--- src/rtl/motores_pwm_if.sv ---
// motores_pwm_if: command/status bundle between the control registers and the PWM H-bridge driver.
// Signals: movimiento/duty/duracion/start (command side), busy/done/IN (status and L298 pins).
// master = command source (CPU regs or bench), slave = motores_pwm.
interface motores_pwm_if #(
  parameter int PWM_BITS = 8,
  parameter int DUR_BITS = 24
);
  logic [2:0]          movimiento;
  logic [PWM_BITS-1:0] duty;
  logic [DUR_BITS-1:0] duracion;
  logic                start;
  logic                busy;
  logic                done;
  logic [3:0]          IN;

  modport master (
    output movimiento, duty, duracion, start,
    input  busy, done, IN
  );

  modport slave (
    input  movimiento, duty, duracion, start,
    output busy, done, IN
  );
endinterface

--- src/rtl/motores_pwm.sv ---
// motores_pwm: PWM H-bridge driver for two DC motors (L298), with timed moves and dead time on reversal.
// Latency: start -> busy after 1 edge, start -> first gated pattern on IN after 2 edges.
// Backpressure: none; a start is always accepted and acted on in the cycle it is sampled.
// Ports: clk, rst (sync, active-high); bus (slave): movimiento, duty, duracion, start -> busy, done, IN[3:0].
// IN[3]=IN1, IN[2]=IN2 (motor A), IN[1]=IN3, IN[0]=IN4 (motor B).
module motores_pwm #(
  parameter int PWM_BITS    = 8,
  parameter int DEAD_CYCLES = 1000,
  parameter int DUR_BITS    = 24
) (
  input logic           clk,
  input logic           rst,
  motores_pwm_if.slave  bus
);

  localparam int DW = $clog2(DEAD_CYCLES + 1);

  typedef enum logic [1:0] {IDLE, DEAD, RUN} state_t;

  state_t              state_q, state_d;
  logic [3:0]          pat_q, pat_d;
  logic [PWM_BITS-1:0] dty_q, dty_d;
  logic [DUR_BITS-1:0] rem_q, rem_d;
  logic [PWM_BITS-1:0] cnt_q, cnt_d;
  logic [DW-1:0]       dcnt_q, dcnt_d;
  // Command waiting for the dead time to finish.
  logic [3:0]          ppat_q, ppat_d;
  logic [PWM_BITS-1:0] pdty_q, pdty_d;
  logic [DUR_BITS-1:0] prem_q, prem_d;
  logic [3:0]          in_q, in_d;
  logic                done_q, done_d;

  logic [3:0]          cmd_pat;
  logic                pwm_on;

  // Movement code to pin pattern; 0 and 5..7 map to coast (PAUSA).
  function automatic logic [3:0] decode(input logic [2:0] mv);
    case (mv)
      3'd1:    return 4'b1001;
      3'd2:    return 4'b0110;
      3'd3:    return 4'b0101;
      3'd4:    return 4'b1010;
      default: return 4'b0000;
    endcase
  endfunction

  assign cmd_pat = decode(bus.movimiento);
  // Full-scale duty is forced to a constant high; otherwise the counter never reaches it.
  assign pwm_on  = (dty_q == {PWM_BITS{1'b1}}) || (cnt_q < dty_q);

  always_comb begin
    state_d = state_q;
    pat_d   = pat_q;
    dty_d   = dty_q;
    rem_d   = rem_q;
    cnt_d   = cnt_q;
    dcnt_d  = dcnt_q;
    ppat_d  = ppat_q;
    pdty_d  = pdty_q;
    prem_d  = prem_q;
    done_d  = 1'b0;
    in_d    = ((state_q == RUN) && pwm_on) ? pat_q : 4'b0000;

    case (state_q)
      IDLE: begin
        if (bus.start && (cmd_pat != 4'b0000)) begin
          pat_d   = cmd_pat;
          dty_d   = bus.duty;
          rem_d   = bus.duracion;
          cnt_d   = '0;
          state_d = RUN;
        end
      end

      RUN: begin
        cnt_d = cnt_q + 1'b1;
        // A start outranks expiry: no done pulse when both land together.
        if (bus.start) begin
          if (cmd_pat == 4'b0000) begin
            state_d = IDLE;
          end else if (cmd_pat == pat_q) begin
            dty_d = bus.duty;
            rem_d = bus.duracion;
          end else begin
            ppat_d  = cmd_pat;
            pdty_d  = bus.duty;
            prem_d  = bus.duracion;
            dcnt_d  = DW'(DEAD_CYCLES);
            state_d = DEAD;
          end
        end else if (rem_q == DUR_BITS'(1)) begin
          state_d = IDLE;
          done_d  = 1'b1;
        end else if (rem_q != '0) begin
          rem_d = rem_q - 1'b1;
        end
      end

      DEAD: begin
        dcnt_d = dcnt_q - 1'b1;
        if (bus.start && (cmd_pat == 4'b0000)) begin
          state_d = IDLE;
        end else begin
          // A new direction overwrites the pending one without restarting the dead time.
          if (bus.start) begin
            ppat_d = cmd_pat;
            pdty_d = bus.duty;
            prem_d = bus.duracion;
          end
          if (dcnt_q == DW'(1)) begin
            pat_d   = ppat_d;
            dty_d   = pdty_d;
            rem_d   = prem_d;
            cnt_d   = '0;
            state_d = RUN;
          end
        end
      end

      default: state_d = IDLE;
    endcase
  end

  always_ff @(posedge clk) begin
    if (rst) begin
      state_q <= IDLE;
      pat_q   <= '0;
      dty_q   <= '0;
      rem_q   <= '0;
      cnt_q   <= '0;
      dcnt_q  <= '0;
      ppat_q  <= '0;
      pdty_q  <= '0;
      prem_q  <= '0;
      in_q    <= '0;
      done_q  <= 1'b0;
    end else begin
      state_q <= state_d;
      pat_q   <= pat_d;
      dty_q   <= dty_d;
      rem_q   <= rem_d;
      cnt_q   <= cnt_d;
      dcnt_q  <= dcnt_d;
      ppat_q  <= ppat_d;
      pdty_q  <= pdty_d;
      prem_q  <= prem_d;
      in_q    <= in_d;
      done_q  <= done_d;
    end
  end

  assign bus.IN   = in_q;
  assign bus.busy = (state_q != IDLE);
  assign bus.done = done_q;

endmodule

--- src/flat_wrapper.sv ---
// flat-port wrapper written by rule: the top's interface ports become plain ports
module motores_pwm_flat 
#(
  parameter int PWM_BITS    = 8,
  parameter int DEAD_CYCLES = 1000,
  parameter int DUR_BITS    = 24
)
  (clk, rst, bus_movimiento, bus_duty, bus_duracion, bus_start, bus_busy, bus_done, bus_IN);
  motores_pwm_if #(.PWM_BITS(PWM_BITS), .DUR_BITS(DUR_BITS)) bus_i ();
  input logic clk;
  input logic rst;
  input wire logic [$bits(bus_i.movimiento)-1:0] bus_movimiento;
  input wire logic [$bits(bus_i.duty)-1:0] bus_duty;
  input wire logic [$bits(bus_i.duracion)-1:0] bus_duracion;
  input wire logic [$bits(bus_i.start)-1:0] bus_start;
  output wire logic [$bits(bus_i.busy)-1:0] bus_busy;
  output wire logic [$bits(bus_i.done)-1:0] bus_done;
  output wire logic [$bits(bus_i.IN)-1:0] bus_IN;
  assign bus_i.movimiento = bus_movimiento;
  assign bus_i.duty = bus_duty;
  assign bus_i.duracion = bus_duracion;
  assign bus_i.start = bus_start;
  assign bus_busy = bus_i.busy;
  assign bus_done = bus_i.done;
  assign bus_IN = bus_i.IN;
  motores_pwm #(.PWM_BITS(PWM_BITS), .DEAD_CYCLES(DEAD_CYCLES), .DUR_BITS(DUR_BITS)) u_core (.clk(clk), .rst(rst), .bus(bus_i));
endmodule
--- config.mk ---
export PLATFORM = sky130hd
export DESIGN_NAME = motores_pwm_flat
export DESIGN_NICKNAME = d
export VERILOG_FILES = /design/src/rtl/motores_pwm_if.sv /design/src/rtl/motores_pwm.sv /design/src/flat_wrapper.sv
export SDC_FILE = /design/constraint.sdc
export NUM_CORES = 1
export LEC_CHECK = 0
export ABC_CLOCK_PERIOD_IN_PS = 2900
export CORE_ASPECT_RATIO = 1.5
export CORE_MARGIN = 3
export CORE_UTILIZATION = 55
export CTS_BUF_LIST = sky130_fd_sc_hd__clkbuf_8
export DETAILED_ROUTE_END_ITERATION = 8
export DONT_BUFFER_PORTS = 1
export HOLD_SLACK_MARGIN = 0.08
export PLACE_DENSITY_LB_ADDON = 0.3
export SLEW_MARGIN = 20
export SYNTH_ARGS = -nofsm -noshare
export SYNTH_HDL_FRONTEND = slang
export SYNTH_SLANG_ARGS = --single-unit
--- constraint.sdc ---
create_clock -name clk -period 2.9 [get_ports clk]
set_input_delay 0.435 -clock clk [delete_from_list [all_inputs] [get_ports clk]]
set_output_delay 0.435 -clock clk [all_outputs]
set_load 0.02 [all_outputs]
# [Yosys cells after proc, flatten, opt, wreduce, memory -nomap -nowiden]
# Cells that the tools add are included.
[word_totals] register_bits=97 in_bits=38 output_inout_bits=6 word_cells=118
[op_classes] n_addsub=3 n_lt_le_gt_ge=1 n_eq_ne=24 mux=56 bitwise_logic=2 n_reduce_logical=21
[ops] operator="$mux W24" count=13
[ops] operator="$mux W8" count=14
[ops] operator="$pmux W24 S3" count=1
[ops] operator="$pmux W24 S2" count=1
[ops] operator="$pmux W8 S3" count=2
[ops] operator="$mux W4" count=8
[ops] operator="$mux W10" count=3
[ops] operator="$eq A24 B1 Y1 const B" count=1
[ops] operator="$reduce_bool A24 Y1" count=1
[ops] operator="$sub A24 B1 Y24 const B" count=1
[ops] operator="$pmux W10 S2" count=1
[ops] operator="$pmux W4 S2" count=2
[ops] operator="$pmux W4 S4" count=1
[ops] operator="$pmux W8 S2" count=1
[ops] operator="$reduce_and A4 Y1" count=4
[ops] operator="$ne A3 B3 Y1 const B" count=5
[ops] operator="$mux W2" count=7
[ops] operator="$eq A10 B1 Y1 const B" count=1
[ops] operator="$ne A2 B2 Y1 const B" count=5
[ops] operator="$sub A10 B1 Y10 const B" count=1
[ops] operator="$add A8 B1 Y8 const B" count=1
[ops] operator="$eq A8 B8 Y1 const B" count=1
[ops] operator="$lt A8 B8 Y1" count=1
[ops] operator="$reduce_and A8 Y1" count=1
[ops] operator="23 further kinds" count=30

# [Logic depth before layout (Yosys ltp)]
[logic_depth] depth_word=7 depth_mapped=11 ltp_nobuf=9

# [Worst setup path before layout]
# No wires, ideal clock.
[synth_path] path_kind="reg2reg" from="register u_core.rem_q[8]" to="register u_core.rem_q[20]" setup_time_ns=0.138 t_arrival_ns=2.717 required_ns=2.762 setup_slack_ns=0.046 path_stages_with_launch=11 n_path_buf=3 period_less_slack_ns=2.854 path_cell_list="dfxtp_1 > buf_6 > or4_4 > or3_1 > buf_2 > or4_4 > nor4_4 > a211oi_1 > clkbuf_1 > o211ai_1 > a21oi_2"
[synth_via] elab_chain_cells=5
[synth_lines] element="start: declaration" line_no="motores_pwm.sv:23" source="logic [DUR_BITS-1:0] rem_q, rem_d;"
[synth_lines] element="start signal: assignment" line_no="motores_pwm.sv:141" source="rem_q <= rem_d;"
[synth_lines] element="$sub A24 B1 Y24" line_no="motores_pwm.sv:95" source="rem_d = rem_q - 1'b1;"
[synth_lines] element="$mux W24" line_no="motores_pwm.sv:94" source="end else if (rem_q != '0) begin"
[synth_lines] element="$mux W24" line_no="motores_pwm.sv:91" source="end else if (rem_q == DUR_BITS'(1)) begin"
[synth_lines] element="$mux W24" line_no="motores_pwm.sv:78" source="if (bus.start) begin"
[synth_lines] element="$pmux W24 S3" line_no="motores_pwm.sv:64" source="case (state_q)"
# Several ways; a longest one is shown, not always the timed one. The select of a mux whose other input is x is not followed.
# A chain may end at the register's enable or synchronous reset.

# [Worst setup path in the final report]
[layout_path] from="register u_core.rem_q[8]" to="register u_core.rem_q[22]"
# The elaborated chain is that of the path after synthesis.

==> flow_summary.toml <==
[clock_tree]
clock_tree.htree_level_count = 3
ctsHoldBuffers = 0
cts_repair_resize_count = 0
clock_tree_from_tritoncts = "done"
clkTransAtPathRegs_ns = 0.09
source_to_sink_clock_delay_at_the_later_pin_of_the_worst_skew_pair_ns = 0.37
cts_root_buf = "sky130_fd_sc_hd__clkbuf_8"
cts.path.max_buffers = 2
tritoncts_num_sinks = 97
total_clock_buffers_created_by_cts = 9
post-cts-setup-buffer-count = 0

[final_layout]
multi_input_comb_area_sq_mm = 0.00326
fillCellCount = 812
fin_cells = 755
synthToLayoutAreaGrowth_pct = 7.63
ff_latch_area_sq_mm = 0.00194
n_antenna_cell = 0
nets = 694
drive_gt1_frac = 0.114

[floorplan]
die_area_sq_mm = 0.0112
coreArea_sq_mm = 0.00947
core.rowCount = 43
die_x_microns = 87.3
chipHeight_microns = 128
ioPinCount = 44
floorplan.initialDensity = 0.576

[grt]
maximum_number_of_pins_on_one_net_before_global_route_repair = 91
global_route.usage.total = 0.244
grt_pass1_vias = 4724
grt_pass1_wl_microns = 21900
antenna_found_initial = 0
overflow = 0

[placed_design]
dp_cells = 740
port_buf_inserts = 0
post-dp-hpwl_microns = 9290
routabilityCongestion = 0.837

[logic_synthesis]
synthesized_instance_count = 645
synth.net_count = 700
synth_simple_gate_area_frac = 0.207
share_of_async_settable_or_async_resettable_flops_after_synthesis = 0
synth_top_area_frac = 0.356
synth_adder_area_share = 0.0390
synthMuxAreaShare = 0.0878
synth_top_family_by_area = "compound AO/OA/AOI/OAI gates"
seq_area_frac_synth = 0.356
post_synth_main_area_contributors = "sky130_fd_sc_hd__dfxtp_1 36%, sky130_fd_sc_hd__mux2i_1 7.3%, sky130_fd_sc_hd__nor2_1 5.7%"
syn_area_sq_mm = 0.00546
ys_seq_elements = 97
synth_compound_area_frac = 0.218
avgSynthCellArea_sq_um = 8.46
synthDominantAreaCellType = "sky130_fd_sc_hd__dfxtp_1"
post_synth_num_cell_types = 61
synth-xor-area-share = 0.0401
synth_enable_flop_cells = 0
synthFlopType = "sky130_fd_sc_hd__dfxtp_1"
yosys-top-cells-count = "97 x sky130_fd_sc_hd__dfxtp_1, 83 x sky130_fd_sc_hd__nor2_1, 43 x sky130_fd_sc_hd__nand2_1, 40 x sky130_fd_sc_hd__mux2i_1, 36 x sky130_fd_sc_hd__a21oi_1"
yosysMostFrequentCell = "sky130_fd_sc_hd__dfxtp_1"
synth-warning-count = 0

[detailed_routing]
route.vias.total = 4778
firstDrtPassIters = 5
route.detailed.vias_per_inst = 6.33
routed_wire_length_per_instance_microns = 17.3
wire_length_after_detailed_routing_microns = 13100
route.detailed.drc = 0
detail-route-antenna-nets = 0
detail_route.iter0.violations = 287

[setup_path]
endpoint_kind = "flip-flop"
largest_fanout_of_any_net_on_the_critical_path = 7
crit_path_max_incr_delay_ns = 0.57
worstPathRequired_ns = 3.17
timing.setup.critical_path_class = "flip-flop to flip-flop"
cp_cell_sequence = "or4_4 > or3_1 > or4_4 > nor4_4 > a211o_4 > buf_4 > a211o_1 > a21oi_1"
cpMaxStageDelayCell = "sky130_fd_sc_hd__or4_4"
cp.buffers_inverters = 1
worst-endpoint-arrival_ns = 3.04
worstSetupStartpointType = "flip-flop"
crit_family = "simple AND/OR/NAND/NOR gates"
cp_common_cell = "sky130_fd_sc_hd__or4_4"

[timing]
clock.fmax_ghz = 0.360
worst_slew_pin_slew_ns = 0.520
final_hold_viol_count = 0
finalClockSkew_ns = 0.0110
setup_violations = 0
setup_repair_after_global_routing_missed_its_margin = "no"
timing.final.crit_share = 0.957
setup-tns-final_ns = 0
slew_headroom = 0.649
period_needed_ns = 2.78
drv_slew = 0

[pwr]
irDropWorstVdd_mv = 0.336
power.leakage_nw = 2.10
pwr_density_cell_mw_per_mm2 = 659

[job]
cap_violations = 0

[run_status]
status = "completed"

[hold_path]
holdCritPathClass = "primary input to flip-flop"
[state kept, by name, indices dropped and copies added, names as in the netlist, 2 cells and up]
signal and count:
u_core.rem_q 24, u_core.state_q 2, u_core.prem_q 24, u_core.pat_q 4, u_core.dcnt_q 10, u_core.bus.IN 4, u_core.pdty_q 8, u_core.ppat_q 4
u_core.cnt_q 8, u_core.dty_q 8
[power by group]
| part | internal [mW] | leakage (nW) | total (mW) | switching, mW |
|---|---|---|---|---|
| Sequential | 1.47 | 0.789 | 1.60 | 0.130 |
| Clock | 0.497 | 0.115 | 0.950 | 0.452 |
| Combinational | 0.558 | 1.19 | 1.32 | 0.766 |
| Total | 2.53 | 2.10 | 3.87 | 1.35 |
[worst paths after layout]
check / to / startpoint / cells past startpoint / slack, ns
setup reg to reg: u_core.rem_q[22] / u_core.rem_q[8] / 8 / 0.12
setup / recovery: u_core.rem_q[22] / u_core.rem_q[8] / 8 / 0.12
hold reg to reg: u_core.ppat_q[0] / u_core.ppat_q[0] / 2 / 0.47
hold / removal: u_core.pdty_q[7] / rst / 1 / 0.14
[per-layer routing]
layer | vias to the layer above | global-route usage | share of wire
met4 | 0 | 0.129 | 0.034
met2 | 130 | 0.425 | 0.52
met5 | - | 0 | 0
met1 | 2295 | 0.274 | 0.40
met3 | 35 | 0.0489 | 0.053
li1 | 2318 | - | -
[placed cells by master, fill, tap and decap left out, types with 8 or more instances in the layout]
cell | Yosys | final
sky130_fd_sc_hd__dfxtp_1 | 97 | 97
sky130_fd_sc_hd__nor2_1 | 83 | 83
sky130_fd_sc_hd__nand2_1 | 43 | 43
sky130_fd_sc_hd__mux2i_1 | 40 | 40
sky130_fd_sc_hd__a21oi_1 | 36 | 36
sky130_fd_sc_hd__buf_4 | 0 | 25
sky130_fd_sc_hd__o21ai_0 | 23 | 23
sky130_fd_sc_hd__inv_1 | 20 | 22
sky130_fd_sc_hd__a211oi_1 | 21 | 20
sky130_fd_sc_hd__nor3_1 | 17 | 17
sky130_fd_sc_hd__ha_1 | 17 | 17
sky130_fd_sc_hd__xor2_1 | 16 | 16
sky130_fd_sc_hd__a22o_1 | 14 | 14
sky130_fd_sc_hd__nor2b_1 | 14 | 13
sky130_fd_sc_hd__nand3_1 | 10 | 10
sky130_fd_sc_hd__or3_1 | 10 | 10
sky130_fd_sc_hd__clkbuf_8 | 0 | 10
sky130_fd_sc_hd__nand2b_1 | 9 | 9
sky130_fd_sc_hd__xnor2_1 | 9 | 9
sky130_fd_sc_hd__a221oi_1 | 8 | 8
[cell type report]
cell class | instances | area share
clock buffers | 10 | 0.0234
clock inverters | 5 | 0.0124
inverters | 20 | 0.0128
multi-input cells | 483 | 0.555
flip-flops and latches | 97 | 0.331
well taps | 112 | 0.0239
repair buffers | 28 | 0.0422
[worst register-to-register path, stage by stage, from the launching register on]
cell,delay [ns]
sky130_fd_sc_hd__dfxtp_1,0.33
sky130_fd_sc_hd__or4_4,0.53
sky130_fd_sc_hd__or3_1,0.34
sky130_fd_sc_hd__or4_4,0.57
sky130_fd_sc_hd__nor4_4,0.33
sky130_fd_sc_hd__a211o_4,0.21
sky130_fd_sc_hd__buf_4,0.19
sky130_fd_sc_hd__a211o_1,0.11
sky130_fd_sc_hd__a21oi_1,0.06
[metrics by stage]
stage | hold WS [ns] | utilization | area (sq um) | power, mW | setup slack (ns)
4_1_cts | 0.110 | 0.620 | 5870 | 3.89 | 0.127
5_1_grt | 0.105 | 0.620 | 5870 | 4.11 | 0.0191
3_5_place_dp | 0.456 | 0.598 | 5660 | 2.94 | 0.145
6_report | 0.136 | 0.620 | 5870 | 3.87 | 0.125
2_1_floorplan | 0.441 | - | 5460 | 2.60 | 0.0458
3_3_place_gp | 0.444 | 0.598 | 5660 | 2.90 | 0.180
[logic make-up (layout without fill, tap and decap cells)]
family          after synthesis  after routing
simple gates                226            226
buf+inv                      65             63
flops                        97             97
fa+ha+maj                    17             17
mux                          47             47
compound gates              168            168
xor+xnor                     25             25
Note: power is estimated with default switching activity, not from simulation.
